### config.mk
export PLATFORM = sky130hd
export DESIGN_NAME = se_selfcomp_driver
export DESIGN_NICKNAME = d
export VERILOG_FILES = /design/src/rtl/se_drv_pkg.sv /design/src/rtl/se_drv_lane.sv /design/src/rtl/se_selfcomp_driver.sv
export SDC_FILE = /design/constraint.sdc
export NUM_CORES = 2
export LEC_CHECK = 0
export BUFFER_PORTS_ARGS = -buffer_cell sky130_fd_sc_hd__buf_2
export CAP_MARGIN = 25
export CORE_AREA = 4 4 630 632
export CTS_CLUSTER_DIAMETER = 150
export DETAILED_ROUTE_END_ITERATION = 8
export DIE_AREA = 0 0 634 636
export GPL_TIMING_DRIVEN = 0
export PLACE_DENSITY_LB_ADDON = 0.15
export SLEW_MARGIN = 15
export SYNTH_ARGS = -nofsm -noshare
export SYNTH_HDL_FRONTEND = slang
export SYNTH_SLANG_ARGS = --single-unit
### constraint.sdc
create_clock -name clock -period 6.3 [get_ports clock]
set_input_delay 0.63 -clock clock [delete_from_list [all_inputs] [get_ports clock]]
set_output_delay 0.63 -clock clock [all_outputs]
set_load 0.01 [all_outputs]
### src/rtl/se_drv_pkg.sv
// Shared types and defaults for the self-composition stimulus driver.
// The optional leak-statistics block is enabled by defining SE_DRV_LEAK_STICKY_EN.
package se_drv_pkg;

    typedef enum logic [1:0] {
        IDLE   = 2'd0,
        RUN    = 2'd1,
        REPORT = 2'd2
    } se_drv_state_e;

    localparam int SE_DRV_DATA_W  = 128;
    localparam int SE_DRV_INST_W  = 8;
    localparam int SE_DRV_CNT_W   = 16;
    localparam int SE_DRV_TIMEOUT = 1024;

    localparam logic [SE_DRV_CNT_W-1:0] SE_DRV_LAT_SAT = {SE_DRV_CNT_W{1'b1}};

    // Saturating increment for the default counter width.
    function automatic logic [SE_DRV_CNT_W-1:0] se_drv_sat_inc(input logic [SE_DRV_CNT_W-1:0] v);
        logic [SE_DRV_CNT_W-1:0] r;
        if (v == SE_DRV_LAT_SAT) begin
            r = v;
        end else begin
            r = v + {{(SE_DRV_CNT_W-1){1'b0}}, 1'b1};
        end
        return r;
    endfunction

endpackage

### src/rtl/se_drv_lane.sv
// One SE lane: issues the request over the input handshake, then collects the result
// and the cycle counter value seen on the output handshake.
module se_drv_lane
    import se_drv_pkg::*;
#(
    parameter int DATA_W = SE_DRV_DATA_W,
    parameter int CNT_W  = SE_DRV_CNT_W
) (
    input  logic              clk_i,
    input  logic              rst_ni,
    input  logic              start_i,
    input  logic              exit_i,
    input  logic [CNT_W-1:0]  cnt_i,
    input  logic              in_ready_i,
    input  logic              out_valid_i,
    input  logic [DATA_W-1:0] out_result_i,
    output logic              in_valid_o,
    output logic              out_ready_o,
    output logic              done_o,
    output logic [CNT_W-1:0]  lat_o,
    output logic [DATA_W-1:0] result_o
);

    logic              in_valid_q,  in_valid_d;
    logic              out_ready_q, out_ready_d;
    logic              done_q,      done_d;
    logic [CNT_W-1:0]  lat_q,       lat_d;
    logic [DATA_W-1:0] result_q,    result_d;
    logic              out_hs_s;

    // Values as they stand at the end of this cycle, so the top can report without a bubble.
    always_comb begin
        out_hs_s = out_valid_i & out_ready_q;
        done_o   = done_q | out_hs_s;
        if (out_hs_s) begin
            lat_o    = cnt_i;
            result_o = out_result_i;
        end else begin
            lat_o    = lat_q;
            result_o = result_q;
        end
    end

    assign in_valid_o  = in_valid_q;
    assign out_ready_o = out_ready_q;

    // Next-state logic; an undone lane keeps the saturated latency and a zero result.
    always_comb begin
        in_valid_d  = in_valid_q;
        out_ready_d = out_ready_q;
        done_d      = done_q;
        lat_d       = lat_q;
        result_d    = result_q;
        if (start_i) begin
            in_valid_d  = 1'b1;
            out_ready_d = 1'b0;
            done_d      = 1'b0;
            lat_d       = {CNT_W{1'b1}};
            result_d    = {DATA_W{1'b0}};
        end else if (exit_i) begin
            in_valid_d  = 1'b0;
            out_ready_d = 1'b0;
            done_d      = done_o;
            lat_d       = lat_o;
            result_d    = result_o;
        end else begin
            if (in_valid_q && in_ready_i) begin
                in_valid_d  = 1'b0;
                out_ready_d = 1'b1;
            end else begin
                in_valid_d  = in_valid_q;
            end
            if (out_hs_s) begin
                out_ready_d = 1'b0;
                done_d      = 1'b1;
                lat_d       = cnt_i;
                result_d    = out_result_i;
            end else begin
                done_d      = done_q;
            end
        end
    end

    // Lane state registers.
    always_ff @(posedge clk_i or negedge rst_ni) begin
        if (!rst_ni) begin
            in_valid_q  <= 1'b0;
            out_ready_q <= 1'b0;
            done_q      <= 1'b0;
            lat_q       <= {CNT_W{1'b0}};
            result_q    <= {DATA_W{1'b0}};
        end else begin
            in_valid_q  <= in_valid_d;
            out_ready_q <= out_ready_d;
            done_q      <= done_d;
            lat_q       <= lat_d;
            result_q    <= result_d;
        end
    end

endmodule

### src/rtl/se_selfcomp_driver.sv
// Drives one request into two SE copies and reports per-lane latency, skew and leak.
// Define SE_DRV_LEAK_STICKY_EN to keep a sticky leak flag and a saturating leak counter.
module se_selfcomp_driver
    import se_drv_pkg::*;
#(
    parameter int DATA_W  = SE_DRV_DATA_W,
    parameter int INST_W  = SE_DRV_INST_W,
    parameter int CNT_W   = SE_DRV_CNT_W,
    parameter int TIMEOUT = SE_DRV_TIMEOUT
) (
    input  logic              clock,
    input  logic              reset,
    input  logic              req_valid,
    output logic              req_ready,
    input  logic [INST_W-1:0] req_inst,
    input  logic [DATA_W-1:0] req_op2,
    input  logic [DATA_W-1:0] req_cond,
    input  logic [DATA_W-1:0] req_op1_a,
    input  logic [DATA_W-1:0] req_op1_b,
    output logic              se_in_valid_a,
    output logic              se_in_valid_b,
    input  logic              se_in_ready_a,
    input  logic              se_in_ready_b,
    output logic [INST_W-1:0] se_in_inst,
    output logic [DATA_W-1:0] se_in_op2,
    output logic [DATA_W-1:0] se_in_cond,
    output logic [DATA_W-1:0] se_in_op1_a,
    output logic [DATA_W-1:0] se_in_op1_b,
    input  logic              se_out_valid_a,
    input  logic              se_out_valid_b,
    output logic              se_out_ready_a,
    output logic              se_out_ready_b,
    input  logic [DATA_W-1:0] se_out_result_a,
    input  logic [DATA_W-1:0] se_out_result_b,
    output logic              rsp_valid,
    input  logic              rsp_ready,
    output logic [DATA_W-1:0] rsp_result_a,
    output logic [DATA_W-1:0] rsp_result_b,
    output logic [CNT_W-1:0]  rsp_lat_a,
    output logic [CNT_W-1:0]  rsp_lat_b,
    output logic [CNT_W-1:0]  rsp_skew,
    output logic              rsp_leak,
    output logic              rsp_timeout,
    output logic              leak_sticky,
    output logic [CNT_W-1:0]  leak_count
);

    localparam logic [CNT_W-1:0] CNT_LAST = CNT_W'(TIMEOUT - 1);
    localparam logic [CNT_W-1:0] CNT_SAT  = {CNT_W{1'b1}};
    localparam logic [CNT_W-1:0] CNT_ONE  = {{(CNT_W-1){1'b0}}, 1'b1};

    se_drv_state_e     state_q;
    logic [CNT_W-1:0]  cnt_q;
    logic              req_ready_q;
    logic [INST_W-1:0] inst_q;
    logic [DATA_W-1:0] op2_q, cond_q, op1_a_q, op1_b_q;
    logic              rsp_valid_q, rsp_leak_q, rsp_timeout_q;
    logic [DATA_W-1:0] rsp_result_a_q, rsp_result_b_q;
    logic [CNT_W-1:0]  rsp_lat_a_q, rsp_lat_b_q, rsp_skew_q;

    logic              start_s, exit_s, all_done_s, tmo_hit_s;
    logic              done_a_s, done_b_s;
    logic [CNT_W-1:0]  lat_a_s, lat_b_s, skew_s;
    logic [DATA_W-1:0] res_a_s, res_b_s;

    se_drv_lane #(.DATA_W(DATA_W), .CNT_W(CNT_W)) u_lane_a (
        .clk_i        (clock),
        .rst_ni       (reset),
        .start_i      (start_s),
        .exit_i       (exit_s),
        .cnt_i        (cnt_q),
        .in_ready_i   (se_in_ready_a),
        .out_valid_i  (se_out_valid_a),
        .out_result_i (se_out_result_a),
        .in_valid_o   (se_in_valid_a),
        .out_ready_o  (se_out_ready_a),
        .done_o       (done_a_s),
        .lat_o        (lat_a_s),
        .result_o     (res_a_s)
    );

    se_drv_lane #(.DATA_W(DATA_W), .CNT_W(CNT_W)) u_lane_b (
        .clk_i        (clock),
        .rst_ni       (reset),
        .start_i      (start_s),
        .exit_i       (exit_s),
        .cnt_i        (cnt_q),
        .in_ready_i   (se_in_ready_b),
        .out_valid_i  (se_out_valid_b),
        .out_result_i (se_out_result_b),
        .in_valid_o   (se_in_valid_b),
        .out_ready_o  (se_out_ready_b),
        .done_o       (done_b_s),
        .lat_o        (lat_b_s),
        .result_o     (res_b_s)
    );

    // A lane finishing on the last allowed cycle counts as done, not timed out.
    always_comb begin
        start_s    = (state_q == IDLE) && req_valid;
        all_done_s = done_a_s && done_b_s;
        tmo_hit_s  = (cnt_q == CNT_LAST) && !all_done_s;
        exit_s     = (state_q == RUN) && (all_done_s || tmo_hit_s);
        if (lat_a_s >= lat_b_s) begin
            skew_s = lat_a_s - lat_b_s;
        end else begin
            skew_s = lat_b_s - lat_a_s;
        end
    end

    // Request/response FSM with the RUN-cycle counter and registered report fields.
    always_ff @(posedge clock or negedge reset) begin
        if (!reset) begin
            state_q        <= IDLE;
            cnt_q          <= {CNT_W{1'b0}};
            req_ready_q    <= 1'b1;
            inst_q         <= {INST_W{1'b0}};
            op2_q          <= {DATA_W{1'b0}};
            cond_q         <= {DATA_W{1'b0}};
            op1_a_q        <= {DATA_W{1'b0}};
            op1_b_q        <= {DATA_W{1'b0}};
            rsp_valid_q    <= 1'b0;
            rsp_result_a_q <= {DATA_W{1'b0}};
            rsp_result_b_q <= {DATA_W{1'b0}};
            rsp_lat_a_q    <= {CNT_W{1'b0}};
            rsp_lat_b_q    <= {CNT_W{1'b0}};
            rsp_skew_q     <= {CNT_W{1'b0}};
            rsp_leak_q     <= 1'b0;
            rsp_timeout_q  <= 1'b0;
        end else begin
            case (state_q)
                IDLE: begin
                    if (req_valid) begin
                        inst_q      <= req_inst;
                        op2_q       <= req_op2;
                        cond_q      <= req_cond;
                        op1_a_q     <= req_op1_a;
                        op1_b_q     <= req_op1_b;
                        cnt_q       <= {CNT_W{1'b0}};
                        req_ready_q <= 1'b0;
                        state_q     <= RUN;
                    end
                end
                RUN: begin
                    if (cnt_q != CNT_SAT) begin
                        cnt_q <= cnt_q + CNT_ONE;
                    end
                    if (exit_s) begin
                        rsp_valid_q    <= 1'b1;
                        rsp_result_a_q <= res_a_s;
                        rsp_result_b_q <= res_b_s;
                        rsp_lat_a_q    <= lat_a_s;
                        rsp_lat_b_q    <= lat_b_s;
                        rsp_skew_q     <= skew_s;
                        rsp_leak_q     <= (lat_a_s != lat_b_s) || !all_done_s;
                        rsp_timeout_q  <= !all_done_s;
                        state_q        <= REPORT;
                    end
                end
                REPORT: begin
                    if (rsp_ready) begin
                        rsp_valid_q <= 1'b0;
                        req_ready_q <= 1'b1;
                        state_q     <= IDLE;
                    end
                end
                default: begin
                    state_q     <= IDLE;
                    rsp_valid_q <= 1'b0;
                    req_ready_q <= 1'b1;
                end
            endcase
        end
    end

`ifdef SE_DRV_LEAK_STICKY_EN
    logic             leak_sticky_q;
    logic [CNT_W-1:0] leak_count_q;

    // Leak statistics, updated only on a consumed leaky report.
    always_ff @(posedge clock or negedge reset) begin
        if (!reset) begin
            leak_sticky_q <= 1'b0;
            leak_count_q  <= {CNT_W{1'b0}};
        end else if (rsp_valid_q && rsp_ready && rsp_leak_q) begin
            leak_sticky_q <= 1'b1;
            if (leak_count_q != CNT_SAT) begin
                leak_count_q <= leak_count_q + CNT_ONE;
            end
        end
    end

    assign leak_sticky = leak_sticky_q;
    assign leak_count  = leak_count_q;
`else
    assign leak_sticky = 1'b0;
    assign leak_count  = {CNT_W{1'b0}};
`endif

    assign req_ready    = req_ready_q;
    assign se_in_inst   = inst_q;
    assign se_in_op2    = op2_q;
    assign se_in_cond   = cond_q;
    assign se_in_op1_a  = op1_a_q;
    assign se_in_op1_b  = op1_b_q;
    assign rsp_valid    = rsp_valid_q;
    assign rsp_result_a = rsp_result_a_q;
    assign rsp_result_b = rsp_result_b_q;
    assign rsp_lat_a    = rsp_lat_a_q;
    assign rsp_lat_b    = rsp_lat_b_q;
    assign rsp_skew     = rsp_skew_q;
    assign rsp_leak     = rsp_leak_q;
    assign rsp_timeout  = rsp_timeout_q;

endmodule
==> run metrics <==
vias per std cell 3.47; Die Span Y 636 um; pwr dens 532 nW/um2; Yosys top cell by area dfrtp_1; area of the multi-input gates 14800 um2; Worst Hold Class input pin to flop; crit path time final 5900 ps; CTS tree done; area of the core 391000 um2; first-pass GRT wire length 426 mm; vias in the first global route 45000; Critical Path RT 7000 ps; I/O pin cnt 1633; sequential cell area fraction in the yosys report 0.641; final wirelength 323 mm; gpl congestion 0.959; gr ovfl total 0; fillcell total 44200; die footprint 403000 um2; Flop pwr share 0.325; Slew Viols, Final 0; RSZ-0062 raised after global routing false; gr usage total 0.155; Num CTS Buffers 162; synthesis-to-finish area growth 59.8%; starting density of the core 0.114; DRC Markers 0; Switch Pwr 16.6 mW; FP Rows 230; CTS clk-pin slew, worst paths 60 ps; Data arrival, critical path 6600 ps; Synth Area per Inst 9.83 um2; Util after Layout 0.182; status complete, no violations; Placed Instances 11400; VDD IR-drop max 0.227 mV; Cell variety after synth 67; clk_skew 50.5 ps; Mapped Area 44500 um2; HPWL Detailed 272 mm; HP Start req_op1_b[82]; Setup-failing EPs final 0; Min Hold Slack 83.2 ps; Startpoint Class flop; Die X 634 um; worst skew pair latency 850 ps; Placed Area 59800 um2; fin crit share 0.936; Critical Path Start u_lane_a.out_ready_o$_DFFE_PN0P_; setup ws final 401 ps; P_leak 37.2 nW; CTS root buffer clkbuf_16; DRT Pass-1 Iters 5; Post-Layout Cell Count 12300; routed via count 42800; Final Power 37.9 mW; number of buffers inserted by port buffering 1615; DRT antenna net count 0; Ys Warns 0; slew margin rel. 0.322; Post-synth EDFFs 0; Synth Register Bits 1140; Max-Cap Viols 0; Synth top area share 0.640; share of layout cells above drive strength 1 0.279; Async SR Flop Fraction 1.00; Internal Power 21.2 mW; Synth Flop Type dfrtp_1; Wirelength per Cell 26.2 um; reg2reg start u_lane_a.out_ready_o$_DFFE_PN0P_; # clock sinks 1140; Clock Path Buffers 4; Setup Slack @ Placement -377 ps; critical path type flop to flop; Worst Tran Pin Value 989 ps; Starting DRT DRC Count 2435; post-CTS setup buffer count 0; critical path endpoint category flop; Peak Freq 170 MHz; CTS HTree Levels 4; Clk pwr share 0.254; largest net degree at the start of global routing 124; layout net count 7721; Synth area leaders dfrtp_1 64%, nand2_1 16%, mux2i_1 6.4%; CP Max Fanout 10; antenna violations before repair 144; Comb power frac 0.421; Hold Fails Final Rpt 0; Mapped Cells 4526; total negative setup slack 0 ps; design area 71100 um2; switch share 0.440; register area 28500 um2
[power groups by stage]
stage | Sequential (mW) | Combinational [mW] | Clock [mW]
6_report | 12.3 | 15.9 | 9.63
3_3_place_gp | 12.4 | 16.0 | 0
5_1_grt | 12.7 | 17.5 | 10.3
3_5_place_dp | 12.4 | 16.1 | 0
4_1_cts | 12.4 | 16.5 | 10.0
2_1_floorplan | 13.2 | 5.96 | 0
[worst max-delay path, stage by stage (launching register included)]
cell and delay, ps:
dfrtp_1 420, buf_4 200, nand2_1 500, buf_1 790
mux2i_1 690, inv_1 110, ha_1 470, nand4_1 190
or3_1 470, nor4_4 430, a2111oi_4 140, nand2_2 230
buf_2 360, nand2_1 100, a31oi_1 340, mux2i_1 240
nand3_1 90
[cell usage after synthesis, types with 3 or more instances]
cell       instances
a211o_1            5
clkbuf_1         218
or3_1              3
mux2i_1          286
nor2b_1            4
a21o_1            13
nand2_1         1932
a221oi_1           4
o21ai_0          311
and2_1             6
nand4_1            7
ha_1              26
a21oi_1           32
a21bo_2            4
buf_4             18
buf_2              9
xor2_1            11
nor3_1             4
nand3_1           14
nor3b_1            3
a31oi_1            3
nor4_1             5
buf_1             32
nor2_1           295
xnor2_1           13
dfrtp_1         1139
and4_1             4
o211ai_1           8
nand2b_1           4
and3_1            13
o21ai_1           11
a2111oi_0          4
inv_1             37
o311ai_0           3
[sequential cells by signal (all words and copies together), names as in the netlist, 128 cells and up]
| name | cells |
|---|---|
| rsp_result_a | 128 |
| rsp_result_b | 128 |
| se_in_cond | 128 |
| se_in_op1_a | 128 |
| se_in_op1_b | 128 |
| se_in_op2 | 128 |
| u_lane_a.result_q | 128 |
| u_lane_b.result_q | 128 |
[metal layers]
| layer | part of all wire | vias up | track usage |
|---|---|---|---|
| met5 | 0.00071 | - | 0 |
| met4 | 0.042 | 38 | 0.0557 |
| met3 | 0.078 | 467 | 0.0486 |
| met2 | 0.52 | 1527 | 0.283 |
| met1 | 0.36 | 21400 | 0.166 |
| li1 | - | 19300 | - |
[area by class of cell]
class,count,share of cell area
timing repair buffer,2205,0.201
sequential,1140,0.401
clock buffer,237,0.0669
antenna,80,0.00282
multi-input combinational,3085,0.208
inverter,38,0.00201
tap,5220,0.0919
clock inverter,50,0.0102
buffer,279,0.0163
[logic make-up (layout without fill, tap and decap cells)]
group | after synthesis | in the layout | synth area share
and+or+nand+nor | 2301 | 2301 | 0.198
DFF | 1140 | 1140 | 0.641
AOI/OAI and AO/OA | 429 | 429 | 0.0547
buffers and inverters | 317 | 2809 | 0.0288
muxes | 288 | 288 | 0.0648
adders and majority gates | 26 | 26 | 0.00731
xor gates and xnor gates | 24 | 24 | 0.00472
other | 1 | 97 | 0.0000843
[placed cells by master (no fill, tap or decap), types with 11 or more instances in the layout]
master	instances
nor2_1	295
buf_16	12
clkbuf_16	163
clkbuf_2	15
ha_1	26
and3_1	13
diode_2	80
mux2i_1	286
clkbuf_8	40
o21ai_1	11
nand3_1	14
buf_1	29
dfrtp_1	1139
dlygate4sd3_1	562
a21o_1	13
xnor2_1	13
xor2_1	11
clkbuf_1	238
buf_2	1625
a21oi_1	32
nand2_1	1932
inv_1	37
buf_4	18
clkinv_2	19
bufinv_16	12
o21ai_0	311
conb_1	17
[path summary, 6_finish.rpt]
path | endpoint | slack [ps] | depth (start not counted)
max | rsp_skew[15]$_DFFE_PN0P_ | 400 | 16
min | se_in_op1_b[82]$_DFFE_PN0P_ | 80 | 3
max reg2reg | rsp_skew[15]$_DFFE_PN0P_ | 400 | 16
min reg2reg | se_in_cond[65]$_DFFE_PN0P_ | 460 | 2
max in group asynchronous | se_in_op1_a[71]$_DFFE_PN0P_ | 2970 | 6
min in group asynchronous | rsp_lat_a[2]$_DFFE_PN0P_ | 410 | 2
[repair_timing]
item	in CTS	in global routing
endpoints found under the hold margin	672	0
hold buffers	562	0
endpoints found under the setup margin	3	1
resized for setup	1	2
(Power assumes the default switching activity.)
